[config.mk]
export PLATFORM = sky130hd
export DESIGN_NAME = dmac_write_cmd_sched
export DESIGN_NICKNAME = d
export VERILOG_FILES = /design/src/rtl/dmac_pkg.sv /design/src/rtl/dmac_rr_arbiter.sv /design/src/rtl/dmac_write_cmd_sched.sv
export SDC_FILE = /design/constraint.sdc
export NUM_CORES = 1
export LEC_CHECK = 0
export ABC_AREA = 1
export CAP_MARGIN = 40
export CELL_PAD_IN_SITES_DETAIL_PLACEMENT = 0
export CELL_PAD_IN_SITES_GLOBAL_PLACEMENT = 1
export CORE_AREA = 2 2 266 268
export CTS_BUF_LIST = sky130_fd_sc_hd__clkbuf_4 sky130_fd_sc_hd__clkbuf_8
export DETAILED_ROUTE_END_ITERATION = 16
export DIE_AREA = 0 0 268 270
export PLACE_DENSITY_LB_ADDON = 0.1
export SYNTH_ARGS = -nofsm -noshare
export SYNTH_HDL_FRONTEND = slang
export SYNTH_SLANG_ARGS = --single-unit
[constraint.sdc]
create_clock -name clk -period 5.5 [get_ports clk]
set_input_delay 1.1 -clock clk [delete_from_list [all_inputs] [get_ports clk]]
set_output_delay 1.1 -clock clk [all_outputs]
set_load 0.01 [all_outputs]
[src/rtl/dmac_pkg.sv]
// rtl/dmac_pkg.sv - shared types for the DMA write command path
package dmac_pkg;

  localparam int DMAC_ADDR_WD       = 32;
  localparam int DMAC_CHANNEL_COUNT = 8;
  localparam int DMAC_OFFSET_WD     = $clog2(DMAC_ADDR_WD / 8);
  localparam int CH_ID_WD           = $clog2(DMAC_CHANNEL_COUNT);

  typedef logic [CH_ID_WD-1:0] ch_id_t;

  typedef struct packed {
    logic [DMAC_OFFSET_WD-1:0] src_offset;
    logic [DMAC_ADDR_WD-1:0]   dst_addr;
    logic [1:0]                burst;
    logic [DMAC_ADDR_WD-1:0]   len;
    logic [2:0]                size;
  } dmac_wr_cmd_t;

endpackage

[src/rtl/dmac_rr_arbiter.sv]
// rtl/dmac_rr_arbiter.sv - round-robin grant over a request vector
// Grant is combinational from req and rr_ptr; rr_ptr moves past the winner on every grant.
module dmac_rr_arbiter #(
  parameter int N = 8
) (
  input  logic                 clk,
  input  logic                 rst,
  input  logic [N-1:0]         req,
  output logic [N-1:0]         grant,
  output logic [$clog2(N)-1:0] grant_idx,
  output logic                 grant_valid
);

  localparam int IDX_WD = $clog2(N);

  logic [IDX_WD-1:0] rr_ptr;
  logic [IDX_WD-1:0] sel;
  int                idx;

  always_comb begin
    grant       = '0;
    grant_idx   = '0;
    grant_valid = 1'b0;
    idx         = 0;
    sel         = '0;
    for (int k = 0; k < N; k++) begin
      idx = int'(rr_ptr) + k;
      if (idx >= N) idx = idx - N;
      sel = IDX_WD'(idx);
      if (!grant_valid && req[sel]) begin
        grant_valid = 1'b1;
        grant[sel]  = 1'b1;
        grant_idx   = sel;
      end
    end
  end

  always_ff @(posedge clk) begin
    if (rst) begin
      rr_ptr <= '0;
    end else if (grant_valid) begin
      rr_ptr <= (grant_idx == IDX_WD'(N - 1)) ? '0 : grant_idx + 1'b1;
    end
  end

endmodule

[src/rtl/dmac_write_cmd_sched.sv]
// rtl/dmac_write_cmd_sched.sv - per-channel write command scheduler
// Arbitrates channel commands onto one registered output with per-channel credit limits.
module dmac_write_cmd_sched
  import dmac_pkg::*;
#(
  parameter int ADDR_WD         = DMAC_ADDR_WD,
  parameter int CHANNEL_COUNT   = DMAC_CHANNEL_COUNT,
  parameter int MAX_OUTSTANDING = 4
) (
  input  logic                                            clk,
  input  logic                                            rst,
  input  logic [CHANNEL_COUNT-1:0]                        ch_enable,
  input  logic [CHANNEL_COUNT-1:0]                        ch_cmd_valid,
  output logic [CHANNEL_COUNT-1:0]                        ch_cmd_ready,
  input  logic [CHANNEL_COUNT-1:0][$clog2(ADDR_WD/8)-1:0] ch_cmd_src_offset,
  input  logic [CHANNEL_COUNT-1:0][ADDR_WD-1:0]           ch_cmd_dst_addr,
  input  logic [CHANNEL_COUNT-1:0][1:0]                   ch_cmd_burst,
  input  logic [CHANNEL_COUNT-1:0][ADDR_WD-1:0]           ch_cmd_len,
  input  logic [CHANNEL_COUNT-1:0][2:0]                   ch_cmd_size,
  output logic                                            cmd_out_valid,
  input  logic                                            cmd_out_ready,
  output logic [$clog2(ADDR_WD/8)-1:0]                    cmd_out_src_offset,
  output logic [ADDR_WD-1:0]                              cmd_out_dst_addr,
  output logic [1:0]                                      cmd_out_burst,
  output logic [ADDR_WD-1:0]                              cmd_out_len,
  output logic [2:0]                                      cmd_out_size,
  output logic [$clog2(CHANNEL_COUNT)-1:0]                cmd_out_ch_id,
  input  logic                                            done_valid,
  input  logic [$clog2(CHANNEL_COUNT)-1:0]                done_ch_id,
  output logic [CHANNEL_COUNT-1:0]                        ch_busy,
  output logic                                            err_underflow
);

  localparam int ID_WD   = $clog2(CHANNEL_COUNT);
  localparam int CRED_WD = $clog2(MAX_OUTSTANDING + 1);

  logic [CRED_WD-1:0]       credit     [CHANNEL_COUNT];
  logic [CRED_WD-1:0]       credit_nxt [CHANNEL_COUNT];
  logic [CHANNEL_COUNT-1:0] eligible;
  logic [CHANNEL_COUNT-1:0] req;
  logic [CHANNEL_COUNT-1:0] has_credit;
  logic [CHANNEL_COUNT-1:0] done_hit;
  logic [CHANNEL_COUNT-1:0] busy_nxt;
  logic [ID_WD-1:0]         grant_idx;
  logic                     grant_valid;
  logic                     slot_free;
  logic                     load_cmd;
  dmac_wr_cmd_t             cmd_q;
  dmac_wr_cmd_t             cmd_sel;
  ch_id_t                   ch_id_q;

  assign slot_free = !cmd_out_valid || cmd_out_ready;
  assign req       = (slot_free && !rst) ? eligible : '0;

  dmac_rr_arbiter #(
    .N (CHANNEL_COUNT)
  ) u_arb (
    .clk         (clk),
    .rst         (rst),
    .req         (req),
    .grant       (ch_cmd_ready),
    .grant_idx   (grant_idx),
    .grant_valid (grant_valid)
  );

  // Zero-length commands are accepted to unblock the source but never issued or credited.
  assign load_cmd = grant_valid && (ch_cmd_len[grant_idx] != '0);

  always_comb begin
    cmd_sel            = '0;
    cmd_sel.src_offset = ch_cmd_src_offset[grant_idx];
    cmd_sel.dst_addr   = ch_cmd_dst_addr[grant_idx];
    cmd_sel.burst      = ch_cmd_burst[grant_idx];
    cmd_sel.len        = ch_cmd_len[grant_idx];
    cmd_sel.size       = ch_cmd_size[grant_idx];
  end

  for (genvar i = 0; i < CHANNEL_COUNT; i++) begin : g_ch
    logic inc;
    logic dec;

    assign has_credit[i] = (credit[i] != '0);
    assign done_hit[i]   = done_valid && (done_ch_id == ID_WD'(i));
    assign eligible[i]   = ch_enable[i] && ch_cmd_valid[i] &&
                           (credit[i] < CRED_WD'(MAX_OUTSTANDING));
    assign inc           = load_cmd && (grant_idx == ID_WD'(i));
    assign dec           = done_hit[i] && has_credit[i];
    assign credit_nxt[i] = (inc && !dec) ? credit[i] + 1'b1 :
                           (dec && !inc) ? credit[i] - 1'b1 : credit[i];
    assign busy_nxt[i]   = (credit_nxt[i] != '0);
  end

  always_ff @(posedge clk) begin
    if (rst) begin
      for (int i = 0; i < CHANNEL_COUNT; i++) credit[i] <= '0;
      ch_busy       <= '0;
      err_underflow <= 1'b0;
    end else begin
      credit        <= credit_nxt;
      ch_busy       <= busy_nxt;
      err_underflow <= done_valid && !(|(done_hit & has_credit));
    end
  end

  always_ff @(posedge clk) begin
    if (rst) begin
      cmd_q         <= '0;
      ch_id_q       <= '0;
      cmd_out_valid <= 1'b0;
    end else if (load_cmd) begin
      cmd_q         <= cmd_sel;
      ch_id_q       <= grant_idx;
      cmd_out_valid <= 1'b1;
    end else if (cmd_out_ready) begin
      cmd_out_valid <= 1'b0;
    end
  end

  assign cmd_out_src_offset = cmd_q.src_offset;
  assign cmd_out_dst_addr   = cmd_q.dst_addr;
  assign cmd_out_burst      = cmd_q.burst;
  assign cmd_out_len        = cmd_q.len;
  assign cmd_out_size       = cmd_q.size;
  assign cmd_out_ch_id      = ch_id_q;

endmodule

# Word-level counts from Yosys, hierarchy flattened

Cells that the tools add are included.

Flip-flop bits (word level): 111

Bitwise operators: 8
Reductions and logical operators: 122
Add/subtract/negate cells: 32
$lt $le $gt $ge: 33
Mux-type cells: 94
Equality and inequality tests: 14

Operators with widths:

| kind                  | number |
|---|---|
| $bmux W32 S3          | 2 |
| $mux W3               | 34 |
| $logic_and A1 B1 Y1   | 74 |
| $mux W8               | 9 |
| $mux W32              | 2 |
| $or A8 B8 Y8          | 7 |
| $reduce_bool A3 Y1    | 16 |
| $sub A3 B1 Y3 const B | 16 |
| $lt A3 B4 Y1 const B  | 9 |
| $reduce_bool A32 Y1   | 1 |
| $ge A4 B4 Y1 const B  | 7 |
| $add A3 B1 Y3 const B | 9 |
| $logic_not A1 Y1      | 26 |
| $mux W1               | 26 |
| $bmux W1 S3           | 8 |
| $demux W1 S3          | 8 |
| $eq A3 B3 Y1 const B  | 8 |
| $ge A3 B1 Y1 const B  | 8 |
| $lt A3 B3 Y1 const B  | 8 |
| $add A3 B3 Y4 const B | 4 |
| $bmux W2 S3           | 2 |
| $eq A3 B2 Y1 const B  | 4 |
| $bmux W3 S3           | 1 |
| $add A3 B2 Y4 const B | 2 |
| other kinds (9)       | 12 |

# Depth between registers and ports, before layout

Gate-level depths: netlist (run 1).

Word-level depth: 38
Mapped depth: 36

# Hierarchy

Synthesis (run 1) repeated with hierarchy kept, for this count alone.

Cells, all modules: 1884
Area total of the unflattened synthesis: 10852.9 µm²

By module, submodules not included:

| module               | instances | area an instance (µm²) | cells each |
|---|---|---|---|
| dmac_write_cmd_sched | 1         | 9222.6                 | 1611 |
| dmac_rr_arbiter      | 1         | 1630.3                 | 273 |

# Least setup slack after synthesis (run 1)

No wires, ideal clock.

Path type: input -> register
Start point: input port cmd_out_ready
End point: register ch_busy[1]
Setup time: 120 ps
Arrival time: 4466 ps
Path buffers: 5
Cell stages on the path: 26
Path slack: 914 ps
Data required time: 5380 ps
Cell sequence: inv_2 a21oi_4 buf_6 nand3_1 nand3_1 nand3_1 nand2_2 nor2_8 nand4_4 nor2_4 nand3_2 nand3_2 nand2_2 inv_2 buf_2 clkbuf_1 clkbuf_1 buf_1 ha_1 inv_1 nor2_1 nand4_1 nand3_1 nand3_1 nand2_1 nand3_1

Word-level cells in the longest chain between the ends: 37
Elaborated cells between the ends (all ways): 61

Ends and longest elaborated chain:

| what                          | RTL line                    | text |
|---|---|---|
| start, declared               | dmac_write_cmd_sched.sv:21  | `input logic cmd_out_ready,` |
| $logic_or A1 B1 Y1 *          | dmac_write_cmd_sched.sv:52  | `assign slot_free = !cmd_out_valid \|\| cmd_out_ready;` |
| $logic_and A1 B1 Y1 *         | dmac_write_cmd_sched.sv:53  | `assign req = (slot_free && !rst) ? eligible : '0;` |
| $mux W8 *                     | dmac_write_cmd_sched.sv:53  |  |
| $bmux W1 S3                   | dmac_rr_arbiter.sv:30       | `if (!grant_valid && req[sel]) begin` |
| $mux W1 (implied by the code) | dmac_rr_arbiter.sv:30       |  |
| $mux W1                       | dmac_rr_arbiter.sv:30       |  |
| $logic_not A1 Y1              | dmac_rr_arbiter.sv:30       |  |
| $logic_and A1 B1 Y1           | dmac_rr_arbiter.sv:30       |  |
| [... 19 more ...]             | --                          |  |
| via grant_idx[0]              | dmac_write_cmd_sched.sv:44  | `logic [ID_WD-1:0] grant_idx;` |
| [... 2 more ...]              | --                          |  |
| $reduce_bool A32 Y1           | dmac_write_cmd_sched.sv:67  | `assign load_cmd = grant_valid && (ch_cmd_len[grant_idx] != '0);` |
| $logic_and A1 B1 Y1           | dmac_write_cmd_sched.sv:67  |  |
| $logic_and A1 B1 Y1 *         | dmac_write_cmd_sched.sv:86  | `assign inc = load_cmd && (grant_idx == ID_WD'(i));` |
| $logic_not A1 Y1              | dmac_write_cmd_sched.sv:89  | `(dec && !inc) ? credit[i] - 1'b1 : credit[i];` |
| $logic_and A1 B1 Y1           | dmac_write_cmd_sched.sv:89  |  |
| $mux W3                       | dmac_write_cmd_sched.sv:89  |  |
| $mux W3 *                     | dmac_write_cmd_sched.sv:88  | `assign credit_nxt[i] = (inc && !dec) ? credit[i] + 1'b1 :` |
| $reduce_bool A3 Y1 *          | dmac_write_cmd_sched.sv:90  | `assign busy_nxt[i] = (credit_nxt[i] != '0);` |
| end signal, assigned          | dmac_write_cmd_sched.sv:100 | `ch_busy <= busy_nxt;` |
| end, declared                 | dmac_write_cmd_sched.sv:30  | `output logic [CHANNEL_COUNT-1:0] ch_busy,` |

Mark *: on every way through the listed nets, which the timed path passes. The rest lies on a longest branch. The select of a mux whose other input is x is not followed.
A chain may end at the register's enable or synchronous reset.

# Worst setup path after layout (run 1)

Start point: input port cmd_out_ready
End point: register ch_busy[0]

Word-level cells in the longest chain between the ends: 37
Elaborated cells between the ends (all ways): 61

Ends and longest elaborated chain:

| what                          | RTL line |
|---|---|
| $logic_or A1 B1 Y1 *          | dmac_write_cmd_sched.sv:52 |
| $logic_and A1 B1 Y1 *         | dmac_write_cmd_sched.sv:53 |
| $mux W8 *                     | dmac_write_cmd_sched.sv:53 |
| $bmux W1 S3                   | dmac_rr_arbiter.sv:30 |
| $mux W1 (implied by the code) | dmac_rr_arbiter.sv:30 |
| $mux W1                       | dmac_rr_arbiter.sv:30 |
| $logic_not A1 Y1              | dmac_rr_arbiter.sv:30 |
| $logic_and A1 B1 Y1           | dmac_rr_arbiter.sv:30 |
| [... 21 more ...]             | -- |
| $reduce_bool A32 Y1           | dmac_write_cmd_sched.sv:67 |
| $logic_and A1 B1 Y1           | dmac_write_cmd_sched.sv:67 |
| $logic_and A1 B1 Y1 *         | dmac_write_cmd_sched.sv:86 |
| $logic_not A1 Y1              | dmac_write_cmd_sched.sv:89 |
| $logic_and A1 B1 Y1           | dmac_write_cmd_sched.sv:89 |
| $mux W3                       | dmac_write_cmd_sched.sv:89 |
| $mux W3 *                     | dmac_write_cmd_sched.sv:88 |
| $reduce_bool A3 Y1 *          | dmac_write_cmd_sched.sv:90 |

Every way passes the cells marked *; elsewhere a longest branch is shown, timed or not. The select of a mux whose other input is x is not followed.

==> metrics.md, run 1 <==
| Metric | Value |
|---|---|
| Outcome | `completed` |
| CP max stage delay | `0.44 ns` |
| Netlist cell types | `41` |
| CP required | `5.81 ns` |
| Placer Congestion | `0.894` |
| Port-buffer cells | `~700` |
| Worst Hold Launch | `cmd_out_dst_addr[4]` |
| Critical Path Fanout Max | `30` |
| Post-route DRC | `0` |
| Mapped Cells | `2141` |
| Core area | `69500 µm²` |
| Top cells by area, synth | `nand2_1 (23%), dfxtp_1 (18%), nand3_1 (15%)` |
| CTS buffer count | `9` |
| Synthesized area | `approximately 12000 µm²` |
| Layout cells sized above 1 | `0.0767` |
| Max-cap violation count | `0` |
| Avg Synthesized Cell Area | `5.62 µm²` |
| Crit path kind | `in2reg` |
| Global-route wire length before repair | `114 mm` |
| Drt total wl | `approximately 80 mm` |
| Antenna Nets Post-Route | `0` |
| Fin util | `0.305` |
| Final Setup Violations | `0` |
| Filler cells | `7773` |
| Clock Tree Root | `clkbuf_8` |
| CP Buf/Inv Count | `8` |
| Count of nets after finishing | `3451` |
| Die Y | `roughly 270 µm` |
| Fin Clk Skew | `0.0163 ns` |
| #FFs+latches synth | `approximately 110` |
| Clock-pin slew on the worst setup and hold paths | `0.12 ns` |
| Wirelength per Cell | `21.4 µm` |
| TritonRoute pass-1 iters | `5` |
| Worst EP arrival | `5.49 ns` |
| Syn Nets | `~2800` |
| Slowest CP cell | `clkdlybuf4s50_1` |
| HP Class | `reg2reg` |
| Ys flop type | `dfxtp_1` |
| Clock Latency Late Sink | `0.44 ns` |
| Site Rows | `97` |
| Relative slew margins | `0.381` |
| H-tree levels | `3` |
| Post-synth top area cell | `nand2_1` |
| Via count | `between 15000 and 20000` |
| Tmin final | `between 5 and 6 ns` |
| Vias per cell | `~4.5` |
| R2R Path Start | `u_arb.rr_ptr[1]` |
| Clk buf depth | `2` |
| CTS sink cnt | `about 110` |
| Fraction of the cycle the final worst path needs | `0.942` |
| Top cell type's share of synthesized area | `0.227` |
| Syn-to-layout area delta | `76.3%` |
| Pre-CTS setup slack | `-0.380 ns` |
| Ports | `683` |
| Most frequent cells in the layout | `nand2_1 (725), clkdlybuf4s50_1 (678), nand3_1 (355)` |
| Initial antenna violation count | `22` |
| CTS tree | `built` |
| Vias in the first global route | `17100` |
| Hold Violations, Final | `0` |
| Yosys warnings | `0` |
| Die area | `72400 µm²` |
| Total GRT Usage | `0.213` |
| Slew @ Worst Pin | `0.929 ns` |
| Synth async-reset ratio | `0` |
| Max Transition Viols Final | `0` |
| Total gr overflow | `0` |
| Die Span X | `268 µm` |
| Largest net degree at the start of global routing | `131` |
| Startpoint types | `primary input` |
| Final Worst Setup Slack | `about 0.32 ns` |
| Critical path's top delay family | `simple AND/OR/NAND/NOR gates` |
| DRT iter0 DRCs | `993` |
| Peak Freq | `193 MHz` |
| Hpwl dp | `around 64 mm` |
| CP Capture Type | `register` |
| Critical Path Start | `cmd_out_ready` |
| Initial cell density of the core | `0.173` |
| Most common cell after layout, fill and taps aside | `nand2_1` |
| Post-synth EDFFs | `0` |
| Post-synthesis sequential area ratio | `0.185` |
==> layout make-up <==
type | instances | area (µm²) | area share
Antenna cell | 18 | 45.0 | 0.00212
Multi-Input combinational cell | 1673 | 8420 | 0.397
Clock inverter | 6 | 97.6 | 0.00460
Timing Repair Buffer | 824 | 8340 | 0.393
Inverter | 205 | 778 | 0.0367
Sequential cell | 111 | 2220 | 0.105
Tap cell | 940 | 1180 | 0.0554
Clock buffer | 10 | 138 | 0.00649
==> timing repair <==
item | in CTS | in global routing
setup endpoints to repair | 1 | 111
resized for setup | 0 | 24
pin swaps | 1 | 10
cloned | 0 | 6
hold buffers | 0 | 0
setup buffers | 2 | 14
==> final timing paths <==
path	depth (start not counted)	to	slack, ns
setup / recovery	32	ch_busy[0]	0.32
hold / removal	2	cmd_out_dst_addr[4]	0.48
setup reg to reg	30	ch_busy[0]	0.52
hold reg to reg	2	cmd_out_dst_addr[4]	0.48
==> worst register-to-register path: cells and delay by family (launching register included) <==
kind / cells / cell delay (ns)
AOI/OAI and AO/OA: 1 / 0.17
and+or+nand+nor: 21 / 2.50
buffers and inverters: 7 / 1.12
DFF: 1 / 0.64
adders and majority gates: 1 / 0.44
==> stage by stage <==
step                      setup TNS, ns  area (µm²)  hold slack (ns)  std cells
after CTS                             0       20800            0.477       3749
after global placement           -17.19       20600            0.452       3731
after global routing           -0.00603       21200            0.497       3786
after detailed placement         -23.30       20600            0.458       3731
final                                 0       21200            0.477       3787
after floorplan                       0       12000            0.488       2141
==> logic make-up (layout without fill, tap and decap cells) <==
kind of cell,Yosys count,after routing,synth area share
flip-flops,111,111,0.185
XOR/XNOR,7,7,0.00509
buffers and inverters,360,1045,0.127
adder cells (fa/ha/maj),36,36,0.0374
AND/OR/NAND/NOR,1338,1340,0.503
AO/OA/AOI/OAI,289,290,0.142
other,0,18,0
==> state kept, by name, indices dropped and copies added, names as in the netlist <==
| signal | cells |
|---|---|
| cmd_out_len | 32 |
| u_arb.rr_ptr | 3 |
| cmd_out_burst | 2 |
| cmd_out_ch_id | 3 |
| cmd_out_valid | 1 |
| cmd_out_size | 3 |
| ch_busy | 8 |
| credit | 24 |
| cmd_out_src_offset | 2 |
| err_underflow | 1 |
| cmd_out_dst_addr | 32 |
==> cell usage after synthesis, types with 3 or more instances <==
master and count:
a211oi_1 4, a21oi_1 92, a221oi_1 17, a31oi_1 31, a32o_1 21, buf_1 11
buf_2 45, buf_4 19, buf_6 7, clkbuf_1 73, dfxtp_1 111, ha_1 36
inv_1 190, inv_2 13, nand2_1 729, nand2_2 5, nand2_4 4, nand3_1 357
nand3_2 7, nand3b_1 91, nand4_1 8, nand4_2 6, nor2_1 98, nor2_2 4
nor3_1 23, o2111ai_1 4, o211ai_1 3, o21ai_0 89, o21ai_1 20, o22ai_1 3
xor2_1 7
==> layer usage <==
layer | up-vias | wire length, µm | track usage
met5 | - | 46 | 0
met4 | 8 | 2070 | 0.0710
met3 | 89 | 4600 | 0.0457
met2 | 521 | 40800 | 0.378
met1 | 8003 | 33400 | 0.251
li1 | 8446 | - | -
Power of run 1 is left out: the tool's default activity adds up to more than one toggle a clock period on the data nets, which glitch-free logic cannot reach.
==> run 2: changes to the inputs <==
Settings changed: CORE_AREA 2 2 266 268 to 2 2 263 265, DIE_AREA 0 0 268 270 to 0 0 265 267.
Clock period 5.5 ns to 6.4 ns, I/O delays scaled along.
==> run 2 against run 1 <==
Via count fell by 2.7%. Global-route usage rose by 0.33 points. Die area fell by 2.2%. Setup slack improved by 0.14 ns. Non-clock buffer count fell by 113. Register-to-register slack improved by 0.16 ns. Worst hold slack improved by 0.0018 ns. Clock skew fell by 0.0017 ns. Wire length fell by 0.94%.
==> metrics.md, run 2 (synthesized netlist as in run 1, its figures left out) <==
| Metric | Value |
|---|---|
| Outcome | `completed` |
| Worst EP arrival | `6.32 ns` |
| Critical Path Start | `cmd_out_ready` |
| Relative slew margins | `0.444` |
| Layout cells sized above 1 | `0.0332` |
| Clock-pin slew on the worst setup and hold paths | `between 0.1 and 0.15 ns` |
| CP max stage delay | `0.59 ns` |
| Hpwl dp | `63.0 mm` |
| Core area | `68000 µm²` |
| Critical path's top delay family | `simple AND/OR/NAND/NOR gates` |
| Clock Latency Late Sink | `0.43 ns` |
| Crit path kind | `in2reg` |
| TritonRoute pass-1 iters | `6` |
| H-tree levels | `3` |
| R2R Path Start | `u_arb.rr_ptr[1]` |
| Max Transition Viols Final | `0` |
| Critical Path Fanout Max | `85` |
| Port-buffer cells | `682` |
| Via count | `16600` |
| Vias in the first global route | `16700` |
| Antenna Nets Post-Route | `0` |
| Worst reg2reg path endpoint | `cmd_out_ch_id[1]` |
| Final TNS setup | `0 ns` |
| Max-cap violation count | `0` |
| Syn-to-layout area delta | `65.2%` |
| WP depth | `29` |
| Largest net degree at the start of global routing | `147` |
| Total GRT Usage | `0.216` |
| Wirelength per Cell | `22.3 µm` |
| Startpoint types | `primary input` |
| DRT iter0 DRCs | `1167` |
| Post-DP Area | `19700 µm²` |
| Initial cell density of the core | `0.177` |
| Flop2flop setup slack | `0.68 ns` |
| Fraction of the cycle the final worst path needs | `0.929` |
| Final hold slack | `0.479 ns` |
| Fin Clk Skew | `0.0147 ns` |
| Peak Freq | `168 MHz` |
| Slowest CP cell | `o21bai_4` |
| Global-route wire length before repair | `between 100 and 150 mm` |
| Clk buf depth | `2` |
| CTS tree | `built` |
| Crit path capture | `cmd_out_ch_id[1]` |
| Fin util | `0.293` |
| Ports | `683` |
| Crit-path most repeated cell | `nand2_1` |
| CP Capture Type | `register` |
| Slew @ Worst Pin | `0.834 ns` |
| Most common cell after layout, fill and taps aside | `nand2_1` |
| CTS sink cnt | `111` |
| Final Setup Violations | `0` |
| Design Area, Final | `19900 µm²` |
| Die area | `70800 µm²` |
| Drt total wl | `80.1 mm` |
| Vias per cell | `around 4.6` |
| CP required | `6.77 ns` |
| HP Class | `reg2reg` |
| Total gr overflow | `0` |
| Die Span X | `between 200 and 300 µm` |
| Tmin final | `5.95 ns` |
| Placer Congestion | `0.858` |
| Post-CTS Hold Fix Bufs | `0` |
| Hold Violations, Final | `0` |
| Count of nets after finishing | `3336` |
| Reg2Reg Depth | `27` |
| Post-route DRC | `0` |
| Most frequent cells in the layout | `nand2_1 (729), clkdlybuf4s50_1 (682), nand3_1 (357)` |
| Clock Tree Root | `clkbuf_8` |
| Die Y | `267 µm` |
| Initial antenna violation count | `12` |
| CP Buf/Inv Count | `6` |
| Site Rows | `96` |
| CTS buffer count | `9` |
==> run 2: stage by stage <==
stage               setup WS, ns  cells
global route            -0.00441   3600
global placement           0.164   3579
detailed placement        0.0579   3579
CTS                        0.541   3593
floorplan                   1.63   2141
finish                     0.454   3601
==> run 2: worst min path at each step <==
stage,start,end,slack [ns],cells after the start
4_1_cts,cmd_out_dst_addr[27],cmd_out_dst_addr[27],0.48,2
3_3_place_gp,cmd_out_dst_addr[7],cmd_out_dst_addr[7],0.46,2
6_report,cmd_out_dst_addr[27],cmd_out_dst_addr[27],0.48,2
5_1_grt,cmd_out_dst_addr[25],cmd_out_dst_addr[25],0.50,2
2_1_floorplan,cmd_out_burst[0],cmd_out_burst[0],0.49,2
3_5_place_dp,cmd_out_dst_addr[2],cmd_out_dst_addr[2],0.46,2
==> run 2: cell type report <==
| type | count | area, µm² |
|---|---|---|
| clock inverter | 3 | 43.8 |
| inverter | 205 | 778 |
| tap | 882 | 1100 |
| fill | 7569 | 48100 |
| antenna | 7 | 17.5 |
| clock buffer | 11 | 151 |
| multi-input combinational | 1671 | 8350 |
| sequential | 111 | 2220 |
| timing repair buffer | 711 | 7220 |
==> run 2: timing repair <==
action | 4_1_cts | 5_1_grt
endpoints found under the hold margin | 0 | 0
setup endpoints to repair | 0 | 3
setup buffers | 0 | 0
resized for setup | 0 | 1
==> run 2: metal layers <==
layer	vias up	share of wire	track usage
li1	8195	-	-
met1	7922	0.42	0.261
met2	435	0.51	0.395
met3	52	0.055	0.0476
met4	10	0.010	0.0360
met5	-	0.00072	0
==> run 2: tightest hold or removal path, stage by stage, from the launching register on <==
cell and delay [ns]:
dfxtp_1 0.33, nand2_1 0.06, a21oi_1 0.05
Power of run 2 is left out for the same reason.
==> run 3: changes to the inputs <==
Settings changed: SLEW_MARGIN from default to 20.
==> run 3 against run 2 <==
Global-route usage is the same. First-iteration DRC count shrank 6.9%. Cell area is essentially flat. Critical path depth shrank 10. Maximum frequency grew 1.2%. Sequential share of layout area is essentially flat. Critical endpoint is now ch_cmd_ready[7]. Register-to-register slack is essentially flat. Wire length shrank 0.73%. Non-clock buffer count grew 1. Count of clock-buffer cells in the layout is the same. Largest cell class unchanged. Final cell count is the same. Setup slack gained 0.072 ns.
==> metrics.md, run 3 (synthesized netlist as in run 1, its figures left out) <==
| Metric | Value |
|---|---|
| Outcome | `completed` |
| Critical Path Fanout Max | `16` |
| Hold Violations, Final | `0` |
| Core area | `68000 µm²` |
| Die Span X | `265 µm` |
| Via count | `roughly 17000` |
| Peak Freq | `170 MHz` |
| Placer Congestion | `0.858` |
| Vias in the first global route | `16700` |
| Area of the multi-input gates | `8330 µm²` |
| Most common cell after layout, fill and taps aside | `nand2_1` |
| Final TNS setup | `0 ns` |
| Die Y | `267 µm` |
| Max Transition Viols Final | `0` |
| Worst reg2reg path endpoint | `cmd_out_burst[1]` |
| Initial antenna violation count | `12` |
| Drt total wl | `79.5 mm` |
| Fin Clk Skew | `between 0.015 and 0.02 ns` |
| Total gr overflow | `0` |
| CTS sink cnt | `111` |
| Post-CTS Setup Bufs | `0` |
| Fraction of the cycle the final worst path needs | `0.918` |
| Vias per cell | `4.60` |
| Clock-pin slew on the worst setup and hold paths | `0.11 ns` |
| Worst EP arrival | `between 4 and 5 ns` |
| Post-CTS Hold Fix Bufs | `0` |
| Relative slew margins | `0.429` |
| Site Rows | `96` |
| Most frequent cells in the layout | `nand2_1 (729), clkdlybuf4s50_1 (682), nand3_1 (357)` |
| Tmin final | `~5.9 ns` |
| Layout cells sized above 1 | `0.0332` |
| Largest net degree at the start of global routing | `about 150` |
| Cts repair resizes | `0` |
| Die area | `70800 µm²` |
| Clock Latency Late Sink | `0.44 ns` |
| TritonRoute pass-1 iters | `7` |
| HP Class | `reg2reg` |
| Register area | `around 2200 µm²` |
| Crit path kind | `in2out` |
| Port-buffer cells | `682` |
| Critical Path Start | `cmd_out_ready` |
| R2R Path Start | `u_arb.rr_ptr[1]` |
| Slew @ Worst Pin | `0.856 ns` |
| Antenna Nets Post-Route | `0` |
| CTS tree | `built` |
| Initial cell density of the core | `0.177` |
| Max-cap violation count | `0` |
| Startpoint types | `primary input` |
| H-tree levels | `3` |
| CP required | `5.12 ns` |
| Global-route wire length before repair | `around 110 mm` |
| Hpwl dp | `63.0 mm` |
| Final Setup Violations | `0` |
| RSZ-0062 raised after global routing | `no` |
| CTS buffer count | `9` |
| Ports | `683` |
| Total GRT Usage | `0.216` |
| Syn-to-layout area delta | `65.3%` |
| DRT iter0 DRCs | `1087` |
| Post-route DRC | `0` |
| Clock Tree Root | `clkbuf_8` |
| Filler cells | `roughly 7600` |
| Reg2Reg Depth | `30` |
| Clk buf depth | `2` |
| Count of nets after finishing | `3336` |
| Flop2flop setup slack | `0.68 ns` |
| CP Capture Type | `output port` |
| Crit path capture | `ch_cmd_ready[7]` |
| Wirelength per Cell | `approximately 22 µm` |
[run 3: changes by cell type in the layout (fill, tap and decap cells not counted), sizes merged]
| cell | previous run | this run |
|---|---|---|
| buf | 29 | 30 |
| o21bai | 3 | 2 |
[run 3: cell type report]
| cell class | instances | share of cell area |
|---|---|---|
| diodes | 7 | 0.000880 |
| clock buffers | 11 | 0.00761 |
| clock inverters | 3 | 0.00220 |
| inverters | 205 | 0.0391 |
| multi-input cells | 1670 | 0.419 |
| flip-flops and latches | 111 | 0.112 |
| well taps | 882 | 0.0555 |
| repair buffers | 712 | 0.364 |
[run 3: worst max-delay path: stages]
cell and delay, ns:
clkdlybuf4s50_1 0.48, inv_2 0.05, a21oi_4 0.33, nand3_1 0.18, nand3_1 0.15, nand3_1 0.11
nand2_2 0.20, inv_2 0.13, nand2_1 0.13, inv_1 0.16, nand2_1 0.09, o21ai_0 0.08
a21oi_1 0.11, o21ai_0 0.08, a21oi_1 0.14, o21ai_0 0.11, a21oi_1 0.12, o21ai_0 0.13
clkdlybuf4s50_1 0.50
[run 3: layer usage]
metal,up-vias,global-route usage,share of wire
li1,8189,-,-
met1,7844,0.261,0.42
met2,466,0.395,0.52
met3,51,0.0476,0.055
met4,10,0.0360,0.010
met5,-,0,0.00085
[run 3: metrics by stage]
| stage | utilization | cell area (µm²) | instances | hold WS, ns | worst slack (ns) |
|---|---|---|---|---|---|
| final | 0.293 | 19900 | 3601 | 0.478 | 0.526 |
| after global routing | 0.293 | 19900 | 3600 | 0.497 | 0.0901 |
| after CTS | 0.292 | 19900 | 3593 | 0.479 | 0.541 |
| after detailed placement | 0.289 | 19700 | 3579 | 0.460 | 0.0579 |
| after global placement | 0.289 | 19700 | 3579 | 0.455 | 0.164 |
| after floorplan | - | 12000 | 2141 | 0.488 | 1.63 |
[run 3: worst min path at each step]
stage,startpoint,to,slack [ns],cells past startpoint
5_1_grt,cmd_out_dst_addr[25],cmd_out_dst_addr[25],0.50,2
3_3_place_gp,cmd_out_dst_addr[7],cmd_out_dst_addr[7],0.46,2
4_1_cts,cmd_out_dst_addr[27],cmd_out_dst_addr[27],0.48,2
6_report,cmd_out_dst_addr[2],cmd_out_dst_addr[2],0.48,2
2_1_floorplan,cmd_out_burst[0],cmd_out_burst[0],0.49,2
3_5_place_dp,cmd_out_dst_addr[2],cmd_out_dst_addr[2],0.46,2
Power of run 3 is left out for the same reason.
